**src/rtl/return_stack.sv**
```systemverilog
// ---------------------------------------------------------------------------
// return_stack
//   Shift-register return stack for the stack processor. Each push or pop
//   moves every entry by one slot, so there is no pointer and no full/empty
//   flag. Entry 0 is the top of stack and is always visible on `a`.
//   A push onto a full stack drops the bottom entry without any indication.
//   A pop shifts a zero into the bottom, so an exhausted stack reads 0.
//
// Ports
//   CLK      : system clock, all state updates on the rising edge
//   reset    : asynchronous, active-high; clears every entry to 0
//   stackOP  : 0 = hold, 1 = push, 2 = write top, 3 = pop
//   w        : data for push / write top
//   a        : current top of stack (entry 0), combinational, signed view
// ---------------------------------------------------------------------------
module return_stack #(
  parameter int WIDTH = 16,
  parameter int DEPTH = 64
) (
  input  logic                    CLK,
  input  logic                    reset,
  input  logic [1:0]              stackOP,
  input  logic [WIDTH-1:0]        w,
  output logic signed [WIDTH-1:0] a
);

  typedef enum logic [1:0] {
    OP_HOLD  = 2'd0,
    OP_PUSH  = 2'd1,
    OP_WRITE = 2'd2,
    OP_POP   = 2'd3
  } op_e;

  op_e op;
  assign op = op_e'(stackOP);

  logic [WIDTH-1:0] s [DEPTH];

  // NOTE: every entry is reset, so this array is built from flops rather than
  // a RAM macro; a RAM could not be cleared in one asynchronous event.
  always_ff @(posedge CLK or posedge reset) begin
    if (reset) begin
      for (int i = 0; i < DEPTH; i++) s[i] <= '0;
    end else begin
      // NOTE: non-blocking assignments make every s[i] read its pre-edge
      // neighbour, which is what lets the whole array shift in one cycle.
      case (op)
        OP_PUSH: begin
          s[0] <= w;
          for (int i = 1; i < DEPTH; i++) s[i] <= s[i-1];
        end
        OP_WRITE: begin
          s[0] <= w;
        end
        OP_POP: begin
          for (int i = 0; i < DEPTH - 1; i++) s[i] <= s[i+1];
          s[DEPTH-1] <= '0;
        end
        default: ;  // hold
      endcase
    end
  end

  // Data is stored unmodified; the signed declaration is for consumers only.
  assign a = $signed(s[0]);

endmodule

```
**config.mk**
```make
export PLATFORM = sky130hd
export DESIGN_NAME = return_stack
export DESIGN_NICKNAME = d
export VERILOG_FILES = /design/src/rtl/return_stack.sv
export SDC_FILE = /design/constraint.sdc
export NUM_CORES = 2
export LEC_CHECK = 0
export BUFFER_PORTS_ARGS = -buffer_cell sky130_fd_sc_hd__buf_2
export CAP_MARGIN = 5
export CORE_ASPECT_RATIO = 1.5
export CORE_MARGIN = 3
export CORE_UTILIZATION = 50
export CTS_BUF_LIST = sky130_fd_sc_hd__clkbuf_16
export CTS_CLUSTER_SIZE = 16
export DETAILED_ROUTE_END_ITERATION = 10
export PLACE_DENSITY = 0.76
export SETUP_SLACK_MARGIN = 0.4
export SLEW_MARGIN = 30
export SYNTH_ARGS = -nofsm -noshare
export SYNTH_HDL_FRONTEND = slang
export SYNTH_SLANG_ARGS = --single-unit
export TNS_END_PERCENT = 10
```
**constraint.sdc**
```tcl
create_clock -name CLK -period 40.4 [get_ports CLK]
set_input_delay 8.08 -clock CLK [delete_from_list [all_inputs] [get_ports CLK]]
set_output_delay 8.08 -clock CLK [all_outputs]
set_load 0.005 [all_outputs]
```
==> results.ini <==
[global_routing]
antenna_found_initial = 1
grt_use_total_pct = 15.75
grt_overflow = 0
grt_pass1_vias = 29340
grt_max_degree = 260
grt_pass1_wl_um = 135500

[routing]
drt_iter0_drc = 2077
wirelength_um = 77160
antenna_left = 0
vias = 29760
vias_per_cell = 5.346
routedWlPerCell_um = 13.86
drt_pass1_iterations = 5
route.detailed.drc = 0

[cells_and_area]
final_layout_size_suffix_gt1_share_pct = 5.319
design_area_um2 = 50510
fin_cells = 5567
layout_commonest_cell = mux2i_1
nets = 4263
layout_common_cells = 1040 x mux2i_1, 1024 x dfrtp_1, 992 x nor2_1, 992 x a21oi_1, 96 x clkbuf_16
n_fill_cell = 7643
syn_to_final_growth_pct = 8.246

[timing]
relSlewSlack_pct = 36.09
hold_viol = 0
fin_skew_ns = 0.04203
slew_violations = 0
setup_tns_ns = 0
tightest_slew_ns = 0.9587
setup_viol = 0
grt_setup_unrepaired = no
fmax_mhz = 80.16
period_share_pct = 30.88
period_minus_slack_ns = 12.47

[synth]
synth_top_area_share_pct = 54.92
synth_warnings = 0
netlist_area_um2 = 46660
synth_cell_types = 13
ys_top_cells_by_area = dfrtp_1 55%, mux2i_1 22%, a21oi_1 11%
syn-num-nets = 4442
synth_seq_cells = 1024
yosysSeqAreaShare_pct = 54.92
syn_avg_cell_area_um2 = 10.55
netlist_instances = 4422
synth_largest_area_cell = dfrtp_1

[power]
intPower_mw = 2.011
power_switching_share_pct = 28.96
powerDensity_nw_per_um2 = 56.05
combPwrFrac_pct = 15.5
leakagePower_nw = 21.37
power_mw = 2.831
seqPwrFrac_pct = 51.9
peakVddDrop_uv = 32.62
p_clk_share_pct = 32.6
power.switching_uw = 819.7

[place]
place_inst = 5381
dpl_cell_area_um2 = 47030
io_buffers = 35
place_hpwl_um = 44850
gp_congestion = 0.6931

[die]
start_util_pct = 50.68
core_area_um2 = 92060
die_h_um = 380.1
fp.dieW_um = 255.4
rows = 136
dieArea_um2 = 97090
io_pins = 36

[clock_network]
clk_path_buf_depth = 3
tritoncts = built
hold_buffers = 0
clock_latency_ns = 0.69
postCtsSetupRepairBufs = 0
cts-root-buf = clkbuf_16
path_clk_slew_ns = 0.06
numCtsBuffers = 96
cts_resized = 0
clock-sinks = 1024
cts.htree.levels = 3

[critical_path]
r2r_slack_ns = 39.55
crit_required_ns = 40.93
end_kind = flop
arrival_ns = 13.00
path_max_fanout = 116
start_kind = input port
path_class = in -> reg

[status]
status = finished, final reports clean

[hold_path]
hp-class = reg -> reg

[flow_run]
max_cap_violations = 0

==> synthesized netlist by cell type (all sizes together) <==
cell and count:
clkbuf 108, nor2b 1, inv 2, buf 247, dfrtp 1024, nor2 992
a22o 16, mux2i 1040, a21oi 992
==> critical path: stages <==
cell and delay, ns:
buf_12 0.19, buf_6 0.59, buf_6 0.63, buf_4 0.74, buf_4 0.81, buf_6 0.67
buf_6 0.63, mux2i_1 0.26, mux2i_1 0.09
==> stage by stage <==
stage               hold WS, ns  setup WS [ns]  util [%]
floorplan                0.4789          3.504         -
CTS                      0.5147          26.67     54.62
global placement         0.4927          26.05     51.05
finish                   0.5101          27.93     54.86
detailed placement       0.4991          25.92     51.08
global route             0.5286          27.50     54.86
==> cell type report <==
class,instances,area (um2),share of cell area (%)
flip-flops and latches,1024,25620,50.74
multi-input cells,3041,19250,38.11
clock buffers,96,2402,4.756
well taps,1242,1554,3.077
clock inverters,83,849.6,1.682
repair buffers,78,810.8,1.605
inverters,2,15.01,0.02973
diodes,1,2.502,0.004955
==> path summary, 6_finish.rpt <==
path / end / depth (start not counted) / startpoint
min in group asynchronous: a[0]$_DFFE_PP0P_ / 2 / reset
max in group asynchronous: s[317]$_DFFE_PP0P_ / 6 / reset
setup reg to reg: s[491]$_DFFE_PP0P_ / 2 / s[475]$_DFFE_PP0P_
hold / removal: s[12]$_DFFE_PP0P_ / 1 / s[12]$_DFFE_PP0P_
hold reg to reg: s[12]$_DFFE_PP0P_ / 1 / s[12]$_DFFE_PP0P_
setup / recovery: a[4]$_DFFE_PP0P_ / 9 / stackOP[0]
==> kinds of logic after synthesis <==
| kind of cell | after synthesis | synth area share, % |
|---|---|---|
| mux | 1040 | 22.31 |
| flops | 1024 | 54.92 |
| compound gates | 1008 | 10.94 |
| simple gates | 993 | 7.994 |
| buf+inv | 357 | 3.835 |
==> sequential cells by signal, summed over array words and instances (netlist names) <==
| register | count |
|---|---|
| a | 16 |
| s | 1008 |
==> metal layers <==
metal  track usage [%]  wire [um]  up-vias
li1                  -          -    15030
met1             19.61      33820    14450
met2             28.40      40230      197
met3             2.197       1766       86
met4             4.761       1347        0
met5                 0          0        -
==> power groups by stage <==
stage / logic (mW) / clock network, mW / registers, mW
floorplan: 0.392 / 0 / 1.42
global placement: 0.419 / 0 / 1.48
detailed placement: 0.442 / 0 / 1.49
CTS: 0.445 / 0.952 / 1.47
global route: 0.510 / 0.991 / 1.50
finish: 0.439 / 0.924 / 1.47
No activity file was read; power rests on OpenSTA's default activity.
